[config.mk]
export PLATFORM = sky130hd
export DESIGN_NAME = hazard_unit_mc
export DESIGN_NICKNAME = d
export VERILOG_FILES = /design/src/rtl/hazard_unit_mc_pkg.sv /design/src/rtl/hazard_unit_mc_mul_stall_ctrl.sv /design/src/rtl/hazard_unit_mc.sv
export SDC_FILE = /design/constraint.sdc
export NUM_CORES = 1
export LEC_CHECK = 0
export BUFFER_PORTS_ARGS = -buffer_cell sky130_fd_sc_hd__buf_2
export CAP_MARGIN = 20
export CORE_ASPECT_RATIO = 2
export CORE_MARGIN = 8
export CORE_UTILIZATION = 39
export DETAILED_ROUTE_END_ITERATION = 7
export GPL_TIMING_DRIVEN = 1
export PLACE_DENSITY = 0.95
export SLEW_MARGIN = 10
export SYNTH_ARGS = -nofsm -noshare
export SYNTH_HDL_FRONTEND = slang
export SYNTH_SLANG_ARGS = --single-unit
[constraint.sdc]
create_clock -name clk -period 3.84 [get_ports clk]
set_input_delay 0.384 -clock clk [delete_from_list [all_inputs] [get_ports clk]]
set_output_delay 0.384 -clock clk [all_outputs]
set_load 0.05 [all_outputs]
[src/rtl/hazard_unit_mc_pkg.sv]
// -----------------------------------------------------------------------------
// hazard_unit_mc_pkg
//   Shared definitions for the 5-stage pipeline hazard unit (F/D/E/M/W):
//   forwarding-select encodings, the multi-cycle FSM state type and the
//   width of the multi-cycle occupancy counter.
// -----------------------------------------------------------------------------
package hazard_unit_mc_pkg;

  // Forwarding mux selects for the E-stage operands.
  localparam logic [1:0] FWD_NONE = 2'b00;  // register file value
  localparam logic [1:0] FWD_WB   = 2'b01;  // W-stage result
  localparam logic [1:0] FWD_MEM  = 2'b10;  // M-stage result

  // Multi-cycle execute occupancy FSM.
  typedef enum logic {
    MC_IDLE = 1'b0,
    MC_BUSY = 1'b1
  } mcState_t;

  // Occupancy counter width; holds MUL_LAT-2 for MUL_LAT up to 16.
  localparam int CNT_W = 4;

endpackage

[src/rtl/hazard_unit_mc_mul_stall_ctrl.sv]
// -----------------------------------------------------------------------------
// mul_stall_ctrl
//   Tracks how long a multi-cycle (multiplier) op has occupied the E stage
//   and requests a pipeline hold until it has been there MUL_LAT cycles.
//
//   Ports:
//     clk        in   rising-edge clock
//     reset      in   asynchronous active-low reset
//     MulStartE  in   E holds a multi-cycle op
//     mulStall   out  hold F/D/E this cycle (op stays in E)
//     MulBusy    out  FSM is in BUSY (op is past its first E cycle)
//
//   The first E cycle is spent in IDLE (the start is seen combinationally),
//   so the counter is loaded with MUL_LAT-2 and the op leaves E on the
//   cycle BUSY sees cnt==0. MUL_LAT==1 never leaves IDLE.
// -----------------------------------------------------------------------------
module mul_stall_ctrl
  import hazard_unit_mc_pkg::*;
#(
  parameter int MUL_LAT = 3
) (
  input  logic clk,
  input  logic reset,
  input  logic MulStartE,
  output logic mulStall,
  output logic MulBusy
);

  localparam bit                MULTI_CYCLE = (MUL_LAT > 1);
  localparam logic [CNT_W-1:0]  START_CNT   = CNT_W'((MUL_LAT > 1) ? MUL_LAT - 2 : 0);

  mcState_t         state, stateNext;
  logic [CNT_W-1:0] cnt, cntNext;

  // NOTE: sequential state uses non-blocking assignments so every flop
  // samples the pre-edge values regardless of statement order.
  always_ff @(posedge clk or negedge reset) begin
    if (!reset) begin
      state <= MC_IDLE;
      cnt   <= '0;
    end else begin
      state <= stateNext;
      cnt   <= cntNext;
    end
  end

  // NOTE: every signal written here gets a default first, so no path
  // leaves it unassigned and no latch is inferred.
  always_comb begin
    stateNext = state;
    cntNext   = cnt;
    mulStall  = 1'b0;
    case (state)
      MC_IDLE: begin
        if (MulStartE && MULTI_CYCLE) begin
          mulStall  = 1'b1;
          cntNext   = START_CNT;
          stateNext = MC_BUSY;
        end
      end
      MC_BUSY: begin
        if (cnt != '0) begin
          mulStall = 1'b1;
          cntNext  = cnt - CNT_W'(1);
        end else begin
          // Final E cycle: the op advances at this edge. A MulStartE seen
          // now belongs to the same op, so it is not treated as a new start.
          stateNext = MC_IDLE;
        end
      end
      default: stateNext = MC_IDLE;
    endcase
  end

  assign MulBusy = (state == MC_BUSY);

endmodule

[src/rtl/hazard_unit_mc.sv]
// -----------------------------------------------------------------------------
// hazard_unit_mc
//   Hazard unit for a 5-stage pipeline (F/D/E/M/W) with a multi-cycle execute
//   unit. Compares register addresses to select forwarding, detects
//   load-use hazards, handles PC-writing instructions and taken branches,
//   and resolves the stall/flush priorities at D and E while a multi-cycle
//   op is held in E.
//
//   Ports:
//     clk, reset                      clock, asynchronous active-low reset
//     Ra1D, Ra2D / Ra1E, Ra2E         source registers of D / E instruction
//     WA3E, WA3M, WA3W                destination register in E / M / W
//     RegWriteE/M/W                   write enables
//     MemtoRegE                       E holds a load
//     BranchTakenE                    branch resolved taken in E
//     PCSrcD/E/M/W                    instruction in that stage writes PC
//     MulStartE                       E holds a multi-cycle op
//     StatClr                         synchronous clear of the statistics
//     ForwardAE, ForwardBE            00 regfile, 01 W result, 10 M result
//     StallF, StallD, StallE          hold pipeline registers
//     FlushD, FlushE, FlushM          bubble pipeline registers at next edge
//     MulBusy                         multi-cycle FSM not IDLE
//     StallCnt, FlushCnt              saturating statistics counters
//
//   Build option: define HAZARD_STAT_EN to include the statistics counters;
//   otherwise StallCnt/FlushCnt are constant zero and StatClr is ignored.
// -----------------------------------------------------------------------------
module hazard_unit_mc
  import hazard_unit_mc_pkg::*;
#(
  parameter int REG_ADDR_W = 4,
  parameter int PC_REG     = 15,
  parameter int MUL_LAT    = 3,
  parameter int STAT_W     = 32
) (
  input  logic                  clk,
  input  logic                  reset,
  input  logic [REG_ADDR_W-1:0] Ra1D,
  input  logic [REG_ADDR_W-1:0] Ra2D,
  input  logic [REG_ADDR_W-1:0] Ra1E,
  input  logic [REG_ADDR_W-1:0] Ra2E,
  input  logic [REG_ADDR_W-1:0] WA3E,
  input  logic [REG_ADDR_W-1:0] WA3M,
  input  logic [REG_ADDR_W-1:0] WA3W,
  input  logic                  RegWriteE,
  input  logic                  RegWriteM,
  input  logic                  RegWriteW,
  input  logic                  MemtoRegE,
  input  logic                  BranchTakenE,
  input  logic                  PCSrcD,
  input  logic                  PCSrcE,
  input  logic                  PCSrcM,
  input  logic                  PCSrcW,
  input  logic                  MulStartE,
  input  logic                  StatClr,
  output logic [1:0]            ForwardAE,
  output logic [1:0]            ForwardBE,
  output logic                  StallF,
  output logic                  StallD,
  output logic                  StallE,
  output logic                  FlushD,
  output logic                  FlushE,
  output logic                  FlushM,
  output logic                  MulBusy,
  output logic [STAT_W-1:0]     StallCnt,
  output logic [STAT_W-1:0]     FlushCnt
);

  localparam logic [REG_ADDR_W-1:0] PC_ADDR = REG_ADDR_W'(PC_REG);

  logic mulStall;
  logic ldrStall;
  logic pcWrPending;
  logic branchEff;

  mul_stall_ctrl #(
    .MUL_LAT (MUL_LAT)
  ) u_mul_stall_ctrl (
    .clk       (clk),
    .reset     (reset),
    .MulStartE (MulStartE),
    .mulStall  (mulStall),
    .MulBusy   (MulBusy)
  );

  // Forwarding: the newer M result wins over W. The PC is not held in the
  // register file pipeline, so reads of it always come from the regfile path.
  always_comb begin
    ForwardAE = FWD_NONE;
    if (Ra1E != PC_ADDR) begin
      if (RegWriteM && (Ra1E == WA3M))      ForwardAE = FWD_MEM;
      else if (RegWriteW && (Ra1E == WA3W)) ForwardAE = FWD_WB;
    end
  end

  always_comb begin
    ForwardBE = FWD_NONE;
    if (Ra2E != PC_ADDR) begin
      if (RegWriteM && (Ra2E == WA3M))      ForwardBE = FWD_MEM;
      else if (RegWriteW && (Ra2E == WA3W)) ForwardBE = FWD_WB;
    end
  end

  assign ldrStall    = MemtoRegE & RegWriteE & ((Ra1D == WA3E) | (Ra2D == WA3E));
  assign pcWrPending = PCSrcD | PCSrcE | PCSrcM;

  // While a multi-cycle op owns E, a BranchTakenE in the same slot is stale.
  assign branchEff = BranchTakenE & ~MulBusy;

  assign StallF = ldrStall | pcWrPending | mulStall;
  assign StallD = ldrStall | mulStall;
  assign StallE = mulStall;

  // A held multi-cycle op is never killed, and a stalled D instruction is
  // preserved; the D flush reasserts once the stall drops.
  assign FlushM = mulStall;
  assign FlushE = (ldrStall | branchEff) & ~mulStall;
  assign FlushD = (pcWrPending | PCSrcW | branchEff) & ~StallD;

`ifdef HAZARD_STAT_EN
  localparam logic [STAT_W-1:0] STAT_MAX = '1;

  logic anyFlush;
  assign anyFlush = FlushD | FlushE | FlushM;

  always_ff @(posedge clk or negedge reset) begin
    if (!reset) begin
      StallCnt <= '0;
      FlushCnt <= '0;
    end else if (StatClr) begin
      StallCnt <= '0;
      FlushCnt <= '0;
    end else begin
      if (StallF && (StallCnt != STAT_MAX)) StallCnt <= StallCnt + STAT_W'(1);
      if (anyFlush && (FlushCnt != STAT_MAX)) FlushCnt <= FlushCnt + STAT_W'(1);
    end
  end
`else
  logic unusedStatClr;
  assign unusedStatClr = StatClr;
  assign StallCnt      = '0;
  assign FlushCnt      = '0;
`endif

endmodule
[Yosys cells after proc, flatten, opt, wreduce, memory -nomap -nowiden]
Index checks and enable logic that the tools add are counted.
Word-level totals
  bits in registers: 5
  output and inout port bits: 75
  input bits: 41
Operators by class
  multiplexer cells: 12
  eq/ne operators: 10
  $add $sub $neg: 1
  reduce and logical (&&, ||, !) cells: 6
  bitwise gates (word level): 17
Operators with widths (count)
  $eq 4x4->1: 6
  $or 1x1->1: 9
  $mux 2: 4
  $mux 4: 2
  $ne 4x4->1 const B: 2
  $pmux 4 s2: 1
  $and 1x1->1: 5
  $logic_and 1x1->1: 4
  $mux 1: 4
  $ne 2x2->1 const B: 2
  $reduce_bool 4->1: 1
  $sub 4x1->4 const B: 1
  $not 1->1: 3
  $pmux 1 s2: 1
  $reduce_and 2->1: 1

[Depth between registers and ports, before layout]
Gate-level depths: netlist of run 1.
  depth in word-level cells: 6
  gate-level depth with buffers: 7
  mapped depth without buffers: 7

[By module]
A second synthesis of run 1 with hierarchy kept.
Second synthesis, totals
  cell total of the unflattened synthesis: 143
  area, all modules: 1139.8 um^2
By module, submodules not included
  hazard_unit_mc: instances 1, area an instance 868.3 um^2, cells an instance 117, seq. area each 0.0 um^2
  mul_stall_ctrl: instances 1, area an instance 271.5 um^2, cells an instance 26, seq. area each 125.1 um^2

[Least setup slack after synthesis of run 1]
Ideal clock, no wire load.
  path kind: reg2out
  start point: register u_mul_stall_ctrl.cnt[0]
  end point: output FlushE
  buffers on the path: 0
  stages on the path, launching flop included: 7
  slack: 1598 ps
  data arrival time: 1858 ps
  cell sequence: dfrtp_1 > inv_1 > ha_1 > or3b_4 > a21oi_4 > inv_2 > a21oi_2
On the way
  word-level cells in the longest chain between the ends: 5
Ends and longest elaborated chain
  from (decl): RTL line hazard_unit_mc_mul_stall_ctrl.sv:33  | logic [CNT_W-1:0] cnt, cntNext;
  from (signal assigned): RTL line hazard_unit_mc_mul_stall_ctrl.sv:43  | cnt <= cntNext;
  $reduce_bool 4->1: RTL line hazard_unit_mc_mul_stall_ctrl.sv:62  | if (cnt != '0) begin
  $mux 1: RTL line hazard_unit_mc_mul_stall_ctrl.sv:62
  $pmux 1 s2: RTL line hazard_unit_mc_mul_stall_ctrl.sv:53  | case (state)
  via FlushM: RTL line hazard_unit_mc.sv:63  | output logic FlushM,
  $not 1->1: RTL line hazard_unit_mc.sv:117  | assign FlushE = (ldrStall | branchEff) & ~mulStall;
  $and 1x1->1: RTL line hazard_unit_mc.sv:117
  to (decl): RTL line hazard_unit_mc.sv:62  | output logic FlushE,
The timed path passes the listed nets, and every way through them passes these cells.

[Final worst setup path of run 1]
  start point: register u_mul_stall_ctrl.cnt[0]
  end point: output FlushE
On the way
  word-level cells in the longest chain between the ends: 5
Ends and longest elaborated chain (RTL line)
  $reduce_bool 4->1: hazard_unit_mc_mul_stall_ctrl.sv:62
  $mux 1: hazard_unit_mc_mul_stall_ctrl.sv:62
  $pmux 1 s2: hazard_unit_mc_mul_stall_ctrl.sv:53
  $not 1->1: hazard_unit_mc.sv:117
  $and 1x1->1: hazard_unit_mc.sv:117
Every way passes these cells.

==> results of run 1 <==
## cell usage after synthesis (2+ instances only)
library cell  count  area [sq um]
nand3_1           5          25.0
nor4_1            3          18.8
buf_4            65           488
nand4_1           2          12.5
xor2_1           14           123
o21a_1            4          30.0
nor2_1            3          11.3
nand2_1           5          18.8
inv_1             4          15.0
nand2b_1          2          12.5
xnor2_1           9          78.8
nor3_1            3          15.0
dfrtp_1           5           125
## critical path, stage by stage, from the launching register on
cell,delay (ns)
dfrtp_1,0.40
inv_1,0.08
ha_1,0.20
or3b_4,0.44
a21oi_4,0.20
inv_2,0.09
a21oi_2,0.09
buf_2,0.27
## worst min path at each step
stage | end | startpoint | slack, ns
final | u_mul_stall_ctrl.cnt[2]$_DFFE_PN0P_ | MulStartE | 0.39
after global routing | u_mul_stall_ctrl.cnt[2]$_DFFE_PN0P_ | MulStartE | 0.42
after CTS | u_mul_stall_ctrl.cnt[2]$_DFFE_PN0P_ | MulStartE | 0.39
after detailed placement | u_mul_stall_ctrl.cnt[3]$_DFFE_PN0P_ | reset | 0.21
after global placement | u_mul_stall_ctrl.cnt[2]$_DFFE_PN0P_ | reset | 0.20
after floorplan | u_mul_stall_ctrl.MulBusy$_DFF_PN0_ | reset | 0.09
## metal layers
layer,vias up,wire length (microns)
li1,449,-
met1,416,977
met2,79,1320
met3,5,515
met4,0,36
met5,-,0
## power by group through the flow
stage / Combinational, W / Clock [W] / Sequential, W
finish: 0.000526 / 0.0000981 / 0.000112
global route: 0.000560 / 0.000106 / 0.000116
CTS: 0.000528 / 0.000101 / 0.000111
detailed placement: 0.000526 / 0 / 0.000111
global placement: 0.000516 / 0 / 0.000109
floorplan: 0.000489 / 0 / 0.000112
## logic make-up (layout without fill, tap and decap cells)
kind of cell               after synthesis  count (layout)  share of synthesized area
buffers and inverters                   71              60                      0.445
and+or+nand+nor                         32              32                      0.168
xor gates and xnor gates                23              23                      0.175
AOI/OAI and AO/OA                       11              11                     0.0805
DFF                                      5               5                      0.109
adders and majority gates                1               1                     0.0109
other                                    1              64                    0.00326
muxes                                    1               1                    0.00871
## through the flow
step	utilization	cell area, sq um	instances	setup WS [ns]
2_1_floorplan	-	1390	208	1.60
3_3_place_gp	0.411	1180	222	1.74
3_5_place_dp	0.411	1180	222	1.69
4_1_cts	0.430	1240	227	1.46
5_1_grt	0.430	1240	227	1.33
6_report	0.430	1240	227	1.47
## cell type report
cell class,count,area [sq um],area share
timing repair buffer,51,260,0.211
tap,30,37.5,0.0304
clock buffer,4,45.0,0.0364
sequential,5,125,0.101
inverter,5,18.8,0.0152
multi-input combinational,132,749,0.606
## flip-flops by register name, indices dropped and copies added, names as in the netlist
name / flops
u_mul_stall_ctrl.MulBusy: 1
u_mul_stall_ctrl.cnt: 4
==> flow_metrics.tcl, run 1 <==
set metrics [dict create \
    worstHoldPathType "primary input to flop" \
    synth.distinct_cells 34 \
    core_sq_um 2870 \
    crit_fanout 5 \
    cts.sinks 5 \
    cts_resized 0 \
    clock-skew-final_ns 0.000245 \
    ios 116 \
    powerDensity_nw_per_um2 595 \
    rsz0062_at_grt "no" \
    std_cell_rows 28 \
    p_switching_w 0.000458 \
    cts_hold_buf 1 \
    critPathArrivalTime_ns 1.99 \
    root_buffer "clkbuf_8" \
    timing.final.crit_share 0.617 \
    antenna_found_initial 0 \
    clkLatencyLatePin_ns 0.22 \
    leakagePower_nw 0.694 \
    busiest_layer "met2" \
    dp_hpwl_mm 2.62 \
    postCtsSetupBuffers 0 \
    die_w_microns 54.4 \
    place.gp.congestion 0.940 \
    drive_gt1_frac 0.310 \
    setup_viol 0 \
    grt_max_degree 11 \
    reg2reg_slack_ns 2.17 \
    portBuffers 50 \
    cts_buffer_depth 2 \
    endpoint "FlushE" \
    antenna_cells 0 \
    worstSetupEndpointType "primary output" \
    grt_overflow 0 \
    synth_edf_count 0 \
    floorplan.initialDensity 0.400 \
    hold_viol 0 \
    pwr-share-seq 0.152 \
    combinationalPowerShare 0.715 \
    grt_pass1_wl_mm 4.58 \
    cts_tree "yes" \
    min_path_cells 2 \
    drt_first_pass_iters 4 \
    wire_per_inst_microns 12.5 \
    fillers 292 \
    r2r-end "u_mul_stall_ctrl.cnt[0]$_DFFE_PN0P_" \
    status "finished, final reports clean" \
    met2_usage 0.186 \
    vias 949 \
    yosysWarnings 0 \
    via_per_inst 4.18 \
    synth_seq_cells 5 \
    grt_pass1_vias 1107 \
    rr_worst_depth 7 \
    timing.fmax_mhz 422 \
    grt_util_met3 0.0562 \
    sw_frac_of_total 0.623 \
    reg2reg_from "u_mul_stall_ctrl.cnt[0]$_DFFE_PN0P_" \
    slew_viol_final 0 \
    dieHeight_microns 92.8 \
    cp.required_ns 3.46 \
    postRouteAntennaNets 0 \
    die_area_sq_um 5050 \
    finalPower_w 0.000735 \
    nNetsFinal 240 \
    tns_ns 0 \
    first_iter_violations 8 \
    startpoint "u_mul_stall_ctrl.cnt[0]$_DFFE_PN0P_" \
    clockPowerShare 0.133 \
    htree_num_levels 1 \
    crit_type "flop to primary output" \
    postSynthCellCount 145 \
    final_cell_mix "64 x conb_1, 50 x buf_2, 14 x xor2_1, 9 x xnor2_1" \
    async_flop_share 1.00 \
    holdWs_ns 0.394 \
    drt-total-wl_mm 2.85 \
    track_usage 0.112 \
    cts_made_buffers 3 \
    vdd_drop_max_v 0.000361 \
    synth_ff_type "dfrtp_1" \
    period_minus_slack_ns 2.37 \
    syn2layout_area_growth_pct 7.51 \
    syn_avg_cell_area_sq_um 7.93 \
    yosysSeqAreaShare 0.109 \
    drc 0 \
    met1_usage 0.115 \
    cts.clk_slew.worst_paths_ns 0.04 \
    power.internal_w 0.000277 \
    worstSetupStartpointType "flop" \
    syn_area_sq_um 1150 \
    layout_commonest_cell "conb_1" \
    drv_cap 0 \
]
(Power assumes the default switching activity.)
==> run 2: changes to the inputs <==
--- a/config.mk
+++ b/config.mk
@@ -9,10 +9,10 @@
 export CAP_MARGIN = 20
 export CORE_ASPECT_RATIO = 2
 export CORE_MARGIN = 8
-export CORE_UTILIZATION = 39
+export CORE_UTILIZATION = 33
 export DETAILED_ROUTE_END_ITERATION = 7
 export GPL_TIMING_DRIVEN = 1
-export PLACE_DENSITY = 0.95
+export PLACE_DENSITY = 0.86
 export SLEW_MARGIN = 10
 export SYNTH_ARGS = -nofsm -noshare
 export SYNTH_HDL_FRONTEND = slang
==> constraint.sdc (replaced) <==
create_clock -name clk -period 1.9 [get_ports clk]
set_input_delay 0.19 -clock clk [delete_from_list [all_inputs] [get_ports clk]]
set_output_delay 0.19 -clock clk [all_outputs]
set_load 0.05 [all_outputs]
==> run 2 against run 1 <==
- the run now ends with setup timing left
- total power is 120% higher
- sequential share of layout area is 0.58 points lower
- clock skew is 0.00083 ns higher
- combinational power is 140% higher
- final cell count is 3.1% higher
- routed wire length is 6.3% higher
- sequential power is 86% higher
- setup slack worse by 1.5 ns
- worst hold slack worse by 0.18 ns
- via count is 2.5% higher
- die area is 14% higher
- largest cell class unchanged
- cell area is 6.1% higher
==> flow_metrics.tcl, run 2 (synthesis gave the netlist of run 1 again) <==
set metrics [dict create \
    crit_fanout 4 \
    critPathArrivalTime_ns 1.77 \
    drive_gt1_frac 0.327 \
    via_per_inst 4.16 \
    reg2reg_slack_ns 0.31 \
    layout_commonest_cell "conb_1" \
    track_usage 0.101 \
    clkLatencyLatePin_ns 0.22 \
    worstSetupStartpointType "flop" \
    ios 116 \
    antenna_found_initial 0 \
    reg2reg_from "u_mul_stall_ctrl.cnt[0]$_DFFE_PN0P_" \
    final_area_sq_um 1310 \
    worstHoldPathType "primary input to flop" \
    final_cell_mix "64 x conb_1, 46 x buf_2, 14 x xor2_1, 9 x xnor2_1" \
    rr_worst_depth 7 \
    setup_viol 2 \
    largest_reg_flops 4 \
    period_minus_slack_ns 1.96 \
    core_sq_um 3380 \
    nNetsFinal 245 \
    drt-total-wl_mm 3.03 \
    cts.clk_slew.worst_paths_ns 0.03 \
    wire_per_inst_microns 12.9 \
    hold_viol 0 \
    cts_buffer_depth 2 \
    postRouteAntennaNets 0 \
    drc 0 \
    dieHeight_microns 99.5 \
    drv_cap 0 \
    drt_first_pass_iters 3 \
    worstSetupEndpointType "primary output" \
    grt_overflow 0 \
    holdWs_ns 0.210 \
    timing.fmax_mhz 511 \
    root_buffer "clkbuf_8" \
    grt_pass1_vias 1129 \
    violations "setup timing" \
    endpoint "FlushD" \
    std_cell_rows 30 \
    floorplan.initialDensity 0.340 \
    portBuffers 50 \
    antenna_cells 0 \
    timing.final.crit_share 1.03 \
    htree_num_levels 1 \
    dp_hpwl_mm 2.84 \
    cts.sinks 5 \
    tns_ns -0.110 \
    slew_viol_final 0 \
    largest_register "u_mul_stall_ctrl.cnt" \
    grt_pass1_wl_mm 4.65 \
    leakagePower_nw 0.728 \
    grt_max_degree 7 \
    rsz0062_at_grt "yes" \
    status "complete, but fails checks" \
    r2r-end "u_mul_stall_ctrl.cnt[1]$_DFFE_PN0P_" \
    first_iter_violations 10 \
    die_area_sq_um 5740 \
    cts_tree "yes" \
    vias 973 \
    syn2layout_area_growth_pct 14.0 \
    powerDensity_nw_per_um2 1250 \
    cts_made_buffers 3 \
    setup_ws_ns -0.0553 \
    die_w_microns 57.7 \
    place_area_sq_um 1220 \
    startpoint "u_mul_stall_ctrl.cnt[0]$_DFFE_PN0P_" \
    crit_type "flop to primary output" \
    cp.required_ns 1.71 \
    clock-skew-final_ns 0.00108 \
    vdd_drop_max_v 0.000411 \
    place.gp.congestion 0.760 \
]
==> run 2: how the worst min path moves through the flow <==
stage | from | end | slack (ns) | cells after the start
finish | MulStartE | u_mul_stall_ctrl.cnt[2]$_DFFE_PN0P_ | 0.21 | 2
global route | MulStartE | u_mul_stall_ctrl.cnt[2]$_DFFE_PN0P_ | 0.24 | 2
CTS | MulStartE | u_mul_stall_ctrl.cnt[2]$_DFFE_PN0P_ | 0.20 | 2
detailed placement | reset | u_mul_stall_ctrl.cnt[2]$_DFFE_PN0P_ | 0.01 | 1
global placement | reset | u_mul_stall_ctrl.cnt[2]$_DFFE_PN0P_ | 0.01 | 1
floorplan | reset | u_mul_stall_ctrl.MulBusy$_DFF_PN0_ | -0.11 | 0
==> run 2: report_power, final <==
| part | total, W | switching (W) | leakage [nW] | internal [W] |
|---|---|---|---|---|
| registers | 0.000208 | 0.0000520 | 0.0610 | 0.000156 |
| logic | 0.00124 | 0.000866 | 0.644 | 0.000375 |
| clock network | 0.000190 | 0.0000465 | 0.0228 | 0.000144 |
==> run 2: repair_timing <==
item,CTS,global route
setup endpoints to repair,6,6
pin swaps,1,0
buffers inserted,1,0
resized for setup,7,1
hold buffers,1,0
endpoints found under the hold margin,5,0
==> run 2: layer usage <==
layer	vias to the layer above	share of wire	global-route usage
met5	-	0	0
met1	431	0.26	0.0634
li1	458	-	-
met4	0	0.0053	0.0437
met3	2	0.19	0.0686
met2	82	0.55	0.202
==> run 2: stage by stage <==
stage                      util  setup WS [ns]  cells  power, W
final                     0.388        -0.0553    234   0.00164
after detailed placement  0.362         0.0487    228   0.00138
after global routing      0.388         -0.146    234   0.00175
after CTS                 0.387        -0.0679    234   0.00164
after global placement    0.362         0.0895    228   0.00135
after floorplan               -       -0.00557    208   0.00123
==> run 2: cell type report <==
| type | count | area [sq um] |
|---|---|---|
| sequential | 5 | 125 |
| fill | 358 | 2070 |
| timing repair buffer | 56 | 323 |
| tap | 32 | 40.0 |
| inverter | 5 | 21.3 |
| clock buffer | 4 | 45.0 |
| multi-input combinational | 132 | 757 |
==> run 2: critical path: stages, from the launching register on <==
cell and delay [ns]:
dfrtp_1 0.38, inv_1 0.06, ha_1 0.16, or3b_4 0.41, a21oi_4 0.19, and3_1 0.19, buf_6 0.16
==> run 3: changes to the inputs <==
--- a/config.mk
+++ b/config.mk
@@ -5,7 +5,8 @@
 export SDC_FILE = /design/constraint.sdc
 export NUM_CORES = 1
 export LEC_CHECK = 0
-export BUFFER_PORTS_ARGS = -buffer_cell sky130_fd_sc_hd__buf_2
+export ABC_CLOCK_PERIOD_IN_PS = 1900
+export BUFFER_PORTS_ARGS = -buffer_cell sky130_fd_sc_hd__clkbuf_2
 export CAP_MARGIN = 20
 export CORE_ASPECT_RATIO = 2
 export CORE_MARGIN = 8
==> run 3 against run 2 <==
- the run still ends with setup timing left
- largest power group unchanged
- clock power about the same
- sequential cell count unchanged
- critical path depth unchanged
- critical path type unchanged
- via count decreased by 0.21%
- largest cell class unchanged
==> flow_metrics.tcl, run 3 (synthesis gave the netlist of run 1 again) <==
set metrics [dict create \
    layout_commonest_cell "conb_1" \
    dp_hpwl_mm 2.68 \
    setup_ws_ns -0.0730 \
    rsz0062_at_grt "yes" \
    grt_pass1_vias 1108 \
    vias 971 \
    nNetsFinal 247 \
    core_sq_um 3380 \
    first_iter_violations 3 \
    ios 116 \
    crit_type "flop to primary output" \
    slew_viol_final 0 \
    via_per_inst 4.11 \
    violations "setup timing" \
    slowest_stage "or3b_4" \
    endpoint "FlushD" \
    antenna_cells 0 \
    finalPower_w 0.00176 \
    cp.required_ns 1.71 \
    fillers 352 \
    worstSetupStartpointType "flop" \
    setup_viol 6 \
    worst_path_largest_cell_delay_ns 0.40 \
    powerDensity_nw_per_um2 1290 \
    die_area_sq_um 5740 \
    drt_first_pass_iters 3 \
    place.gp.congestion 0.745 \
    crit_fanout 4 \
    postRouteAntennaNets 0 \
    leakagePower_nw 0.754 \
    timing.fmax_mhz 507 \
    rr_worst_depth 8 \
    die_w_microns 57.7 \
    largest_reg_flops 4 \
    cts_tree "yes" \
    std_cell_rows 30 \
    grt_max_degree 11 \
    timing.final.crit_share 1.04 \
    final_cell_mix "64 x conb_1, 44 x clkbuf_2, 14 x xor2_1, 9 x xnor2_1, 7 x buf_4" \
    cts.sinks 5 \
    drv_cap 0 \
    grt_pass1_wl_mm 4.55 \
    root_buffer "clkbuf_8" \
    reg2reg_from "u_mul_stall_ctrl.cnt[1]$_DFFE_PN0P_" \
    clock-skew-final_ns 0.00302 \
    dieHeight_microns 99.5 \
    syn2layout_area_growth_pct 18.8 \
    reg2reg_slack_ns 0.25 \
    antenna_found_initial 0 \
    period_minus_slack_ns 1.97 \
    portBuffers 50 \
    startpoint "u_mul_stall_ctrl.cnt[1]$_DFFE_PN0P_" \
    grt_overflow 0 \
    r2r-end "u_mul_stall_ctrl.cnt[0]$_DFFE_PN0P_" \
    htree_num_levels 1 \
    worstHoldPathType "primary input to flop" \
    critPathArrivalTime_ns 1.78 \
    clkLatencyLatePin_ns 0.22 \
    worstSetupEndpointType "primary output" \
    vdd_drop_max_v 0.000572 \
    cts_made_buffers 3 \
    cts_buffer_depth 2 \
    wire_per_inst_microns 12.3 \
    hold_viol 0 \
    floorplan.initialDensity 0.340 \
    drc 0 \
    status "complete, but fails checks" \
    post-place-ws_ns 0.0509 \
    cts.clk_slew.worst_paths_ns 0.04 \
    drive_gt1_frac 0.353 \
    largest_register "u_mul_stall_ctrl.cnt" \
    track_usage 0.0984 \
    drt-total-wl_mm 2.91 \
    cp_cell_sequence "inv_1 -> ha_2 -> or3b_4 -> a21oi_4 -> and3_4 -> buf_12" \
]
## run 3: layout make-up
cell class	count	area [sq um]	share of cell area
Multi-Input combinational cell	132	767	0.561
Timing Repair Buffer	58	367	0.268
Sequential cell	5	125	0.0916
Clock buffer	3	41.3	0.0302
Tap cell	32	40.0	0.0293
Inverter	5	21.3	0.0156
Clock inverter	1	5.00	0.00366
## run 3: routing by layer
metal	vias to the layer above	GRT usage	share of wire	routed length, microns
met3	2	0.0660	0.18	522
met1	425	0.0686	0.29	831
li1	462	-	-	-
met5	-	0	0	0
met4	0	0.0342	0.0055	16
met2	82	0.193	0.53	1540
## run 3: per-stage QoR
step                TNS (ns)  hold WS (ns)  utilization  instance area (sq um)  instances
global route          -0.761         0.212        0.404                   1370        236
global placement           0        0.0127        0.364                   1230        225
CTS                   -0.159         0.220        0.397                   1340        233
floorplan           -0.00557        -0.106            -                   1400        208
finish                -0.243         0.212        0.404                   1370        236
detailed placement         0        0.0180        0.364                   1230        225
## run 3: where the power goes
part	switching, W	total (W)	internal [W]
Clock	0.0000525	0.000193	0.000141
Combinational	0.000873	0.00136	0.000484
Sequential	0.0000597	0.000215	0.000155
## run 3: timing repair
| action | CTS | global route |
|---|---|---|
| endpoints found under the hold margin | 5 | 0 |
| setup buffers | 3 | 3 |
| endpoints found under the setup margin | 6 | 6 |
| gates resized for setup | 8 | 2 |
| hold buffers | 1 | 0 |
| pin swaps | 2 | 3 |
## run 3: how the worst min path moves through the flow
stage          startpoint                             endpoint  slack (ns)  depth (start not counted)
2_1_floorplan       reset   u_mul_stall_ctrl.MulBusy$_DFF_PN0_       -0.11                          0
3_3_place_gp        reset  u_mul_stall_ctrl.cnt[2]$_DFFE_PN0P_        0.01                          1
3_5_place_dp        reset  u_mul_stall_ctrl.cnt[2]$_DFFE_PN0P_        0.02                          1
4_1_cts         MulStartE  u_mul_stall_ctrl.cnt[2]$_DFFE_PN0P_        0.22                          2
5_1_grt         MulStartE  u_mul_stall_ctrl.cnt[2]$_DFFE_PN0P_        0.21                          2
6_report        MulStartE  u_mul_stall_ctrl.cnt[2]$_DFFE_PN0P_        0.21                          2
## run 3: critical path, delay by kind of cell, from the launching register on
kind | cells | cell delay, ns
fa+ha+maj | 1 | 0.16
flops | 1 | 0.37
compound gates | 1 | 0.22
buf+inv | 2 | 0.19
simple gates | 2 | 0.62
